==> src/rtl/neuron_seq_ctrl_if.sv <==
// Bus bundle for the perceptron sequencer: config write port, input vector
// stream and result stream.
interface neuron_seq_ctrl_if #(
    parameter int N_IN   = 20,
    parameter int W_W    = 8,
    parameter int ACC_W  = 13,
    parameter int ADDR_W = 5
);
    logic                     cfg_we;
    logic [ADDR_W-1:0]        cfg_addr;
    logic signed [W_W-1:0]    cfg_wdata;
    logic                     cfg_ready;
    logic                     cfg_err;

    logic                     in_valid;
    logic                     in_ready;
    logic [N_IN-1:0]          x;

    logic                     out_valid;
    logic                     out_ready;
    logic                     predict;
    logic signed [ACC_W-1:0]  out_sum;

    modport master (
        output cfg_we, cfg_addr, cfg_wdata, in_valid, x, out_ready,
        input  cfg_ready, cfg_err, in_ready, out_valid, predict, out_sum
    );

    modport slave (
        input  cfg_we, cfg_addr, cfg_wdata, in_valid, x, out_ready,
        output cfg_ready, cfg_err, in_ready, out_valid, predict, out_sum
    );
endinterface

==> src/rtl/neuron_seq_ctrl.sv <==
// Sequential 20-input perceptron: weight/bias register file plus one
// multiply-accumulate per clock, with valid/ready handshakes on both sides.
module neuron_seq_ctrl #(
    parameter int N_IN   = 20,
    parameter int W_W    = 8,
    parameter int ACC_W  = 13,
    parameter int ADDR_W = 5
) (
    input  logic               clk,
    input  logic               rst_n,
    neuron_seq_ctrl_if.slave   bus
);
    localparam int                IDX_W     = $clog2(N_IN);
    localparam logic [ADDR_W-1:0] BIAS_ADDR = ADDR_W'(N_IN);
    localparam logic [IDX_W-1:0]  LAST_IDX  = IDX_W'(N_IN - 1);

    typedef enum logic [1:0] {IDLE, ACCUM, DONE} state_t;

    state_t                   state, state_nxt;
    logic signed [W_W-1:0]    w_mem [N_IN+1];
    logic [N_IN-1:0]          x_reg;
    logic [IDX_W-1:0]         idx;
    logic signed [ACC_W-1:0]  acc;
    logic signed [ACC_W-1:0]  acc_nxt;
    logic signed [ACC_W-1:0]  sum_r;
    logic                     predict_r;
    logic                     cfg_err_r;
    logic                     in_ready_c;
    logic                     cfg_ready_c;
    logic                     out_valid_c;
    logic                     accept;
    logic                     cfg_hit;
    logic                     cfg_drop;

    function automatic logic signed [ACC_W-1:0] sext_w(input logic signed [W_W-1:0] v);
        return {{(ACC_W-W_W){v[W_W-1]}}, v};
    endfunction

    always_ff @(posedge clk or negedge rst_n) begin
        if (!rst_n) state <= IDLE;
        else        state <= state_nxt;
    end

    always_comb begin
        state_nxt   = state;
        in_ready_c  = 1'b0;
        cfg_ready_c = 1'b0;
        out_valid_c = 1'b0;
        case (state)
            IDLE: begin
                in_ready_c  = 1'b1;
                cfg_ready_c = 1'b1;
                if (bus.in_valid) state_nxt = ACCUM;
            end
            ACCUM: begin
                if (idx == LAST_IDX) state_nxt = DONE;
            end
            DONE: begin
                out_valid_c = 1'b1;
                if (bus.out_ready) state_nxt = IDLE;
            end
            default: state_nxt = IDLE;
        endcase
    end

    always_comb begin
        accept   = bus.in_valid & in_ready_c;
        cfg_hit  = bus.cfg_we & cfg_ready_c & (bus.cfg_addr <= BIAS_ADDR);
        cfg_drop = bus.cfg_we & ~cfg_hit;
        acc_nxt  = acc + (x_reg[idx] ? sext_w(w_mem[idx]) : '0);
    end

    // Weight writes use non-blocking updates, so a vector accepted on the
    // same edge as a bias write still starts from the old bias.
    always_ff @(posedge clk or negedge rst_n) begin
        if (!rst_n) begin
            for (int i = 0; i <= N_IN; i++) w_mem[i] <= '0;
            x_reg     <= '0;
            idx       <= '0;
            acc       <= '0;
            sum_r     <= '0;
            predict_r <= 1'b0;
            cfg_err_r <= 1'b0;
        end else begin
            cfg_err_r <= cfg_drop;
            if (cfg_hit) w_mem[bus.cfg_addr] <= bus.cfg_wdata;
            if (accept) begin
                x_reg <= bus.x;
                acc   <= sext_w(w_mem[N_IN]);
                idx   <= '0;
            end else if (state == ACCUM) begin
                acc <= acc_nxt;
                idx <= idx + 1'b1;
                if (idx == LAST_IDX) begin
                    sum_r     <= acc_nxt;
                    predict_r <= (acc_nxt > 0);
                end
            end
        end
    end

    assign bus.in_ready  = in_ready_c;
    assign bus.cfg_ready = cfg_ready_c;
    assign bus.cfg_err   = cfg_err_r;
    assign bus.out_valid = out_valid_c;
    assign bus.out_sum   = sum_r;
    assign bus.predict   = predict_r;
endmodule

==> src/flat_wrapper.sv <==
// flat-port wrapper written by rule: the top's interface ports become plain ports
module neuron_seq_ctrl_flat 
#(
    parameter int N_IN   = 20,
    parameter int W_W    = 8,
    parameter int ACC_W  = 13,
    parameter int ADDR_W = 5
)
  (clk, rst_n, bus_cfg_we, bus_cfg_addr, bus_cfg_wdata, bus_in_valid, bus_x, bus_out_ready, bus_cfg_ready, bus_cfg_err, bus_in_ready, bus_out_valid, bus_predict, bus_out_sum);
  neuron_seq_ctrl_if #(.N_IN(N_IN), .W_W(W_W), .ACC_W(ACC_W), .ADDR_W(ADDR_W)) bus_i ();
  input  logic clk;
  input  logic rst_n;
  input wire logic [$bits(bus_i.cfg_we)-1:0] bus_cfg_we;
  input wire logic [$bits(bus_i.cfg_addr)-1:0] bus_cfg_addr;
  input wire logic [$bits(bus_i.cfg_wdata)-1:0] bus_cfg_wdata;
  input wire logic [$bits(bus_i.in_valid)-1:0] bus_in_valid;
  input wire logic [$bits(bus_i.x)-1:0] bus_x;
  input wire logic [$bits(bus_i.out_ready)-1:0] bus_out_ready;
  output wire logic [$bits(bus_i.cfg_ready)-1:0] bus_cfg_ready;
  output wire logic [$bits(bus_i.cfg_err)-1:0] bus_cfg_err;
  output wire logic [$bits(bus_i.in_ready)-1:0] bus_in_ready;
  output wire logic [$bits(bus_i.out_valid)-1:0] bus_out_valid;
  output wire logic [$bits(bus_i.predict)-1:0] bus_predict;
  output wire logic [$bits(bus_i.out_sum)-1:0] bus_out_sum;
  assign bus_i.cfg_we = bus_cfg_we;
  assign bus_i.cfg_addr = bus_cfg_addr;
  assign bus_i.cfg_wdata = bus_cfg_wdata;
  assign bus_i.in_valid = bus_in_valid;
  assign bus_i.x = bus_x;
  assign bus_i.out_ready = bus_out_ready;
  assign bus_cfg_ready = bus_i.cfg_ready;
  assign bus_cfg_err = bus_i.cfg_err;
  assign bus_in_ready = bus_i.in_ready;
  assign bus_out_valid = bus_i.out_valid;
  assign bus_predict = bus_i.predict;
  assign bus_out_sum = bus_i.out_sum;
  neuron_seq_ctrl #(.N_IN(N_IN), .W_W(W_W), .ACC_W(ACC_W), .ADDR_W(ADDR_W)) u_core (.clk(clk), .rst_n(rst_n), .bus(bus_i));
endmodule
==> config.mk <==
export PLATFORM = sky130hd
export DESIGN_NAME = neuron_seq_ctrl_flat
export DESIGN_NICKNAME = d
export VERILOG_FILES = /design/src/rtl/neuron_seq_ctrl_if.sv /design/src/rtl/neuron_seq_ctrl.sv /design/src/flat_wrapper.sv
export SDC_FILE = /design/constraint.sdc
export NUM_CORES = 1
export LEC_CHECK = 0
export ABC_AREA = 1
export CORE_ASPECT_RATIO = 1.2
export CORE_MARGIN = 2
export CORE_UTILIZATION = 35
export DETAILED_ROUTE_END_ITERATION = 7
export SLEW_MARGIN = 0
export SYNTH_ARGS = -nofsm -noshare
export SYNTH_HDL_FRONTEND = slang
export SYNTH_SLANG_ARGS = --single-unit
==> constraint.sdc <==
create_clock -name clk -period 7.02 [get_ports clk]
set_input_delay 1.404 -clock clk [delete_from_list [all_inputs] [get_ports clk]]
set_output_delay 1.404 -clock clk [all_outputs]
set_load 0.005 [all_outputs]
== Word level (Yosys, flattened, before mapping) ==
Cells that the tools add are included.

* Register bits after elaboration: 223
* Bits of input ports: 38
* Output and inout port bits: 18
* Logic and storage cells: 74

* Add/sub/neg operators: 2
* Order comparisons: 6
* Equal/unequal tests: 6
* Mux-type cells: 19
* Bitwise operators: 8
* Reduce and logical (&&, ||, !) cells: 5

{| class="wikitable"
|+ Operators with widths
! cell !! number
|-
| bitwise mux 168 bit || 1
|-
| binary-select mux 8 bit (select 5 bit) || 1
|-
| demux 8 bit (select 5 bit) || 1
|-
| two-way mux 13 bit || 3
|-
| two-way mux 8 bit || 3
|-
| adder 13 bit || 1
|-
| greater-than comparator 13 x 1 -> 1 bit (second input constant) || 1
|-
| greater-or-equal comparator 6 bit (second input constant) || 2
|-
| inverter 5 -> 6 bit || 2
|-
| two-way mux 5 bit || 2
|-
| < comparator 5 x 6 -> 1 bit (second input constant) || 1
|-
| < comparator 6 x 1 -> 1 bit (second input constant) || 1
|-
| two-way mux 2 bit || 3
|-
| inequality test 2 bit (second input constant) || 3
|-
| one-hot mux 2 bit (3 select lines) || 1
|-
| AND reduction 3 bit || 2
|-
| adder 5 x 1 -> 5 bit (second input constant) || 1
|-
| binary-select mux 1 bit (select 5 bit) || 1
|-
| == test 5 bit (second input constant) || 1
|-
| less-or-equal comparator 5 bit (second input constant) || 1
|-
| AND 1 bit || 4
|-
| two-way mux 1 bit || 3
|-
| == test 2 x 1 -> 1 bit (second input constant) || 1
|-
| == test 2 bit (second input constant) || 1
|-
| 4 further kinds || 5
|}

== Longest topological paths before layout ==
* Depth after elaboration: 8
* Gate-level depth with buffers: 29
* Mapped depth without buffers: 27

== Worst setup path before layout ==
OpenSTA, ideal clock, no wires.

* Path kind: register -> register
* Start point: register u_core.idx[0]
* End point: register u_core.sum_r[12], in the netlist u_core.bus.out_sum[12]
* Setup time: 0.065 ns
* Arrival time: 3.263 ns
* Required time: 6.955 ns
* Slack: 3.692 ns
* Cell stages (with the launch flop): 26
* Buffers on the path: 4
* Period minus slack after synthesis: 3.328 ns
* Path through: dfrtp_1 > buf_2 > clkinv_1 > buf_2 > buf_2 > buf_2 > nor2_1 > o22ai_1 > nand2_1 > nand4_1 > nand2_1 > a21oi_1 > ha_1 > inv_1 > fa_1 > inv_1 > nand3_1 > nand2_1 > nand2_1 > nand2_1 > nand2_1 > o21ai_0 > inv_1 > nand3_1 > nand3_1 > nand2_1

* Cells in the longest elaborated chain, start to end: 6
* Elaborated cells on any way between the ends: 10
* Those cells by class: add/sub (1); eq/ne (1); mux (6); bitwise (1); reduce/logical (1)

{| class="wikitable"
|+ RTL lines
! what !! line !! RTL
|-
| start: declaration || neuron_seq_ctrl.sv:22 || <nowiki>logic [IDX_W-1:0] idx;</nowiki>
|-
| start signal: assignment || neuron_seq_ctrl.sv:93 || <nowiki>idx <= idx + 1'b1;</nowiki>
|-
| inverter 5 -> 6 bit (implied by the code) || neuron_seq_ctrl.sv:70 || <nowiki>acc_nxt = acc + (x_reg[idx] ? sext_w(w_mem[idx]) : '0);</nowiki>
|-
| binary-select mux 8 bit (select 5 bit) || neuron_seq_ctrl.sv:70 ||
|-
| two-way mux 8 bit (implied by the code) (2 in series) || neuron_seq_ctrl.sv:70 ||
|-
| two-way mux 13 bit || neuron_seq_ctrl.sv:70 ||
|-
| adder 13 bit || neuron_seq_ctrl.sv:70 ||
|-
| end signal: assignment || neuron_seq_ctrl.sv:95 || <nowiki>sum_r <= acc_nxt;</nowiki>
|-
| end: declaration || neuron_seq_ctrl.sv:25 || <nowiki>logic signed [ACC_W-1:0] sum_r;</nowiki>
|}

Parallel ways exist; a longest one is shown, timed or not. The select of a mux whose other input is x is not followed.
A chain may end at the register's enable or synchronous reset.

== Worst setup path after layout ==
* Start point: register u_core.idx[1]
* End point: register u_core.sum_r[12], in the netlist u_core.bus.out_sum[12]

Same word-level chain as after synthesis.

==> flow_summary.json <==
{
  "comb_power_share_pct": 40.5,
  "syn2layout_area_growth_pct": 13.78,
  "clk_pin_slew_ns": 0.06,
  "cap_violations": 0,
  "cp-startpoint": "u_core.idx[1]$_DFFE_PN0P_",
  "start_kind": "flip-flop",
  "yosysMostFrequentCell": "nand2_1",
  "grt_pass1_wl_um": 48770,
  "globalplace.congestion": 0.8763,
  "r2r-start": "u_core.idx[1]$_DFFE_PN0P_",
  "synth_area_leader_cell": "dfrtp_1",
  "wl_per_cell_um": 16.66,
  "endpoint_kind": "flip-flop",
  "ys_ff_latch": 223,
  "fin_skew_ns": 0.02209,
  "io_buffers": 55,
  "crit_type": "reg2reg",
  "synth-main-ff-cell": "dfrtp_1",
  "syn-instance-count": 1379,
  "synth_commonest_cells": "nand2_1 (413), o21ai_0 (239), dfrtp_1 (223)",
  "finalMaxSlewViolations": 0,
  "core-area_sq_um": 30570,
  "crit_arrival_ns": 5.05,
  "drtIter0Drc": 660,
  "syn_nets": 1431,
  "cp_max_fo": 48,
  "wirelength_um": 30080,
  "dpl.hpwl_um": 19790,
  "num_vias": 9152,
  "async_reset_ff_share_pct": 100.0,
  "insertion_delay_ns": 0.53,
  "grt_pass1_vias": 9082,
  "synth_area_sq_um": 10910,
  "p_sw_w": 0.002005,
  "seqPwrFrac_pct": 34.7,
  "synth_area_per_cell_sq_um": 7.909,
  "yosysWarnings": 0,
  "cts_sinks": 223,
  "synth_area_leaders": "dfrtp_1 (51%), nand2_1 (14%), o21ai_0 (11%)",
  "grt_setup_unrepaired": "false",
  "holdWs_ns": 0.4771,
  "largest_register_ffs": 168,
  "min_period_ns": 4.603,
  "p_leak_nw": 5.708,
  "reg2regPathDepth": 25,
  "h-tree-depth": 1,
  "cts_tree": "yes",
  "track_usage_pct": 18.78,
  "synth_edf_count": 0,
  "cts_resized": 0,
  "grt_max_degree": 97,
  "row_count": 70,
  "overflow": 0,
  "antenna_found_initial": 0,
  "numCtsBuffers": 25,
  "ys_seq_area_share_pct": 51.16,
  "avgViaCountPerCell": 5.070,
  "dr.pass1.iters": 5,
  "hold_buffers": 0,
  "powerDensity_nw_per_um2": 398.9,
  "start_util_pct": 35.68,
  "crit_path_end": "u_core.bus.out_sum[12]$_DFFE_PN0P_",
  "cp.required_ns": 7.46,
  "ant_nets": 0,
  "yosysTopAreaCellShare_pct": 51.16,
  "status": "completed",
  "synth.distinct_cells": 35,
  "layout-drive-gt1-share_pct": 5.398,
  "intPower_w": 0.002946,
  "power_frac_clock_pct": 24.8,
  "drc": 0,
  "cts_setup_buffers": 0,
  "peakVddDrop_mv": 0.2375,
  "fin_tns_setup_ns": 0,
  "die_h_um": 197.4,
  "ctsRootBufferMaster": "clkbuf_16",
  "switching_share_pct": 40.49,
  "fmax_mhz": 217.2,
  "hp-class": "reg2reg",
  "hold_violations": 0,
  "r2r_end": "u_core.bus.out_sum[12]$_DFFE_PN0P_",
  "max_slew_margin_pct": 28.99,
  "tightest_slew_ns": 1.061,
  "ioPinCount": 56,
  "r2r_setup_slack_ns": 2.42,
  "die-area_sq_um": 32600,
  "setup_viol": 0,
  "nNetsFinal": 1441,
  "finalCritPeriodShare_pct": 65.58,
  "die_x_um": 165.1,
  "cts_buffer_depth": 3
}
==> kinds of logic after synthesis <==
family | share of synthesized area [%]
compound gates | 17.29
xor+xnor | 0.1606
fa+ha+maj | 1.675
buf+inv | 6.952
flops | 51.16
simple gates | 22.76
==> placed cells by master, fill, tap and decap left out, types with 5 or more instances in the layout <==
| cell type | synthesis | final |
|---|---|---|
| nand2_1 | 413 | 413 |
| o21ai_0 | 239 | 239 |
| dfrtp_1 | 223 | 222 |
| nor2_1 | 108 | 108 |
| inv_1 | 100 | 100 |
| clkdlybuf4s50_1 | 0 | 54 |
| nand3_1 | 49 | 49 |
| o22ai_1 | 36 | 36 |
| clkbuf_16 | 0 | 25 |
| a21oi_1 | 23 | 23 |
| o21ai_1 | 22 | 22 |
| o21ai_2 | 17 | 17 |
| nand4_1 | 15 | 15 |
| ha_1 | 13 | 13 |
| clkbuf_1 | 58 | 12 |
| nand2_2 | 7 | 7 |
| buf_4 | 1 | 7 |
| nor3_1 | 6 | 6 |
| o221ai_1 | 5 | 5 |
| clkbuf_8 | 0 | 5 |
==> per-stage QoR <==
stage	cell area (sq um)	std cells	setup slack [ns]	utilization, %	power [W]
after global placement	11640	1758	2.524	38.09	0.003711
after floorplan	10910	1379	3.692	-	0.003085
after CTS	12410	1804	2.445	40.59	0.004978
after global routing	12410	1804	2.051	40.59	0.005328
after detailed placement	11640	1758	2.448	38.09	0.003737
final	12410	1805	2.417	40.60	0.004951
==> critical path, cell delays in order (launching register included) <==
cell and delay (ns):
dfrtp_1 0.36, buf_4 0.30, inv_1 0.51, buf_4 0.45, nand3_1 0.12, nand2_1 0.08, nand2_1 0.04, nand3_1 0.11
nor2_1 0.05, nor2_2 0.21, inv_1 0.18, a21oi_1 0.20, ha_1 0.28, inv_1 0.07, fa_1 0.40, inv_1 0.10
nand3_1 0.09, nand2_1 0.10, nand2_1 0.07, nand2_1 0.08, nand2_1 0.05, o21ai_0 0.28, inv_1 0.11, nand3_1 0.12
nand3_1 0.08, nand2_1 0.06
==> area by class of cell <==
class / count / area, sq um
flip-flops and latches: 223 / 5582
diodes: 1 / 2.502
fillers: 3102 / 18160
repair buffers: 62 / 608.1
clock inverters: 4 / 23.77
inverters: 104 / 390.4
clock buffers: 42 / 739.5
multi-input cells: 973 / 4568
well taps: 396 / 495.5
==> power groups by stage <==
stage	combinational, W	clock (W)	sequential, W
floorplan	0.00141	0	0.00168
global route	0.00226	0.00132	0.00175
CTS	0.00201	0.00126	0.00172
global placement	0.00198	0	0.00173
detailed placement	0.00200	0	0.00174
finish	0.00200	0.00123	0.00172
==> how the worst min path moves through the flow <==
stage,start,endpoint,slack [ns],cells after the start
global route,u_core.bus.predict$_DFFE_PN0P_,u_core.bus.predict$_DFFE_PN0P_,0.50,2
CTS,u_core.bus.predict$_DFFE_PN0P_,u_core.bus.predict$_DFFE_PN0P_,0.48,2
detailed placement,u_core.bus.predict$_DFFE_PN0P_,u_core.bus.predict$_DFFE_PN0P_,0.46,2
global placement,u_core.w_mem[60]$_DFFE_PN0P_,u_core.w_mem[60]$_DFFE_PN0P_,0.46,2
finish,u_core.bus.predict$_DFFE_PN0P_,u_core.bus.predict$_DFFE_PN0P_,0.48,2
floorplan,u_core.w_mem[112]$_DFFE_PN0P_,u_core.w_mem[112]$_DFFE_PN0P_,0.45,2
==> metal layers <==
metal | share of wire (%) | vias to the layer above | track usage, %
met5 | 0 | - | 0
met4 | 3.3 | 0 | 6.280
met3 | 5.2 | 58 | 2.897
met2 | 47 | 197 | 31.45
met1 | 44 | 4358 | 24.75
li1 | - | 4539 | -
No activity file was read; power rests on OpenSTA's default activity.
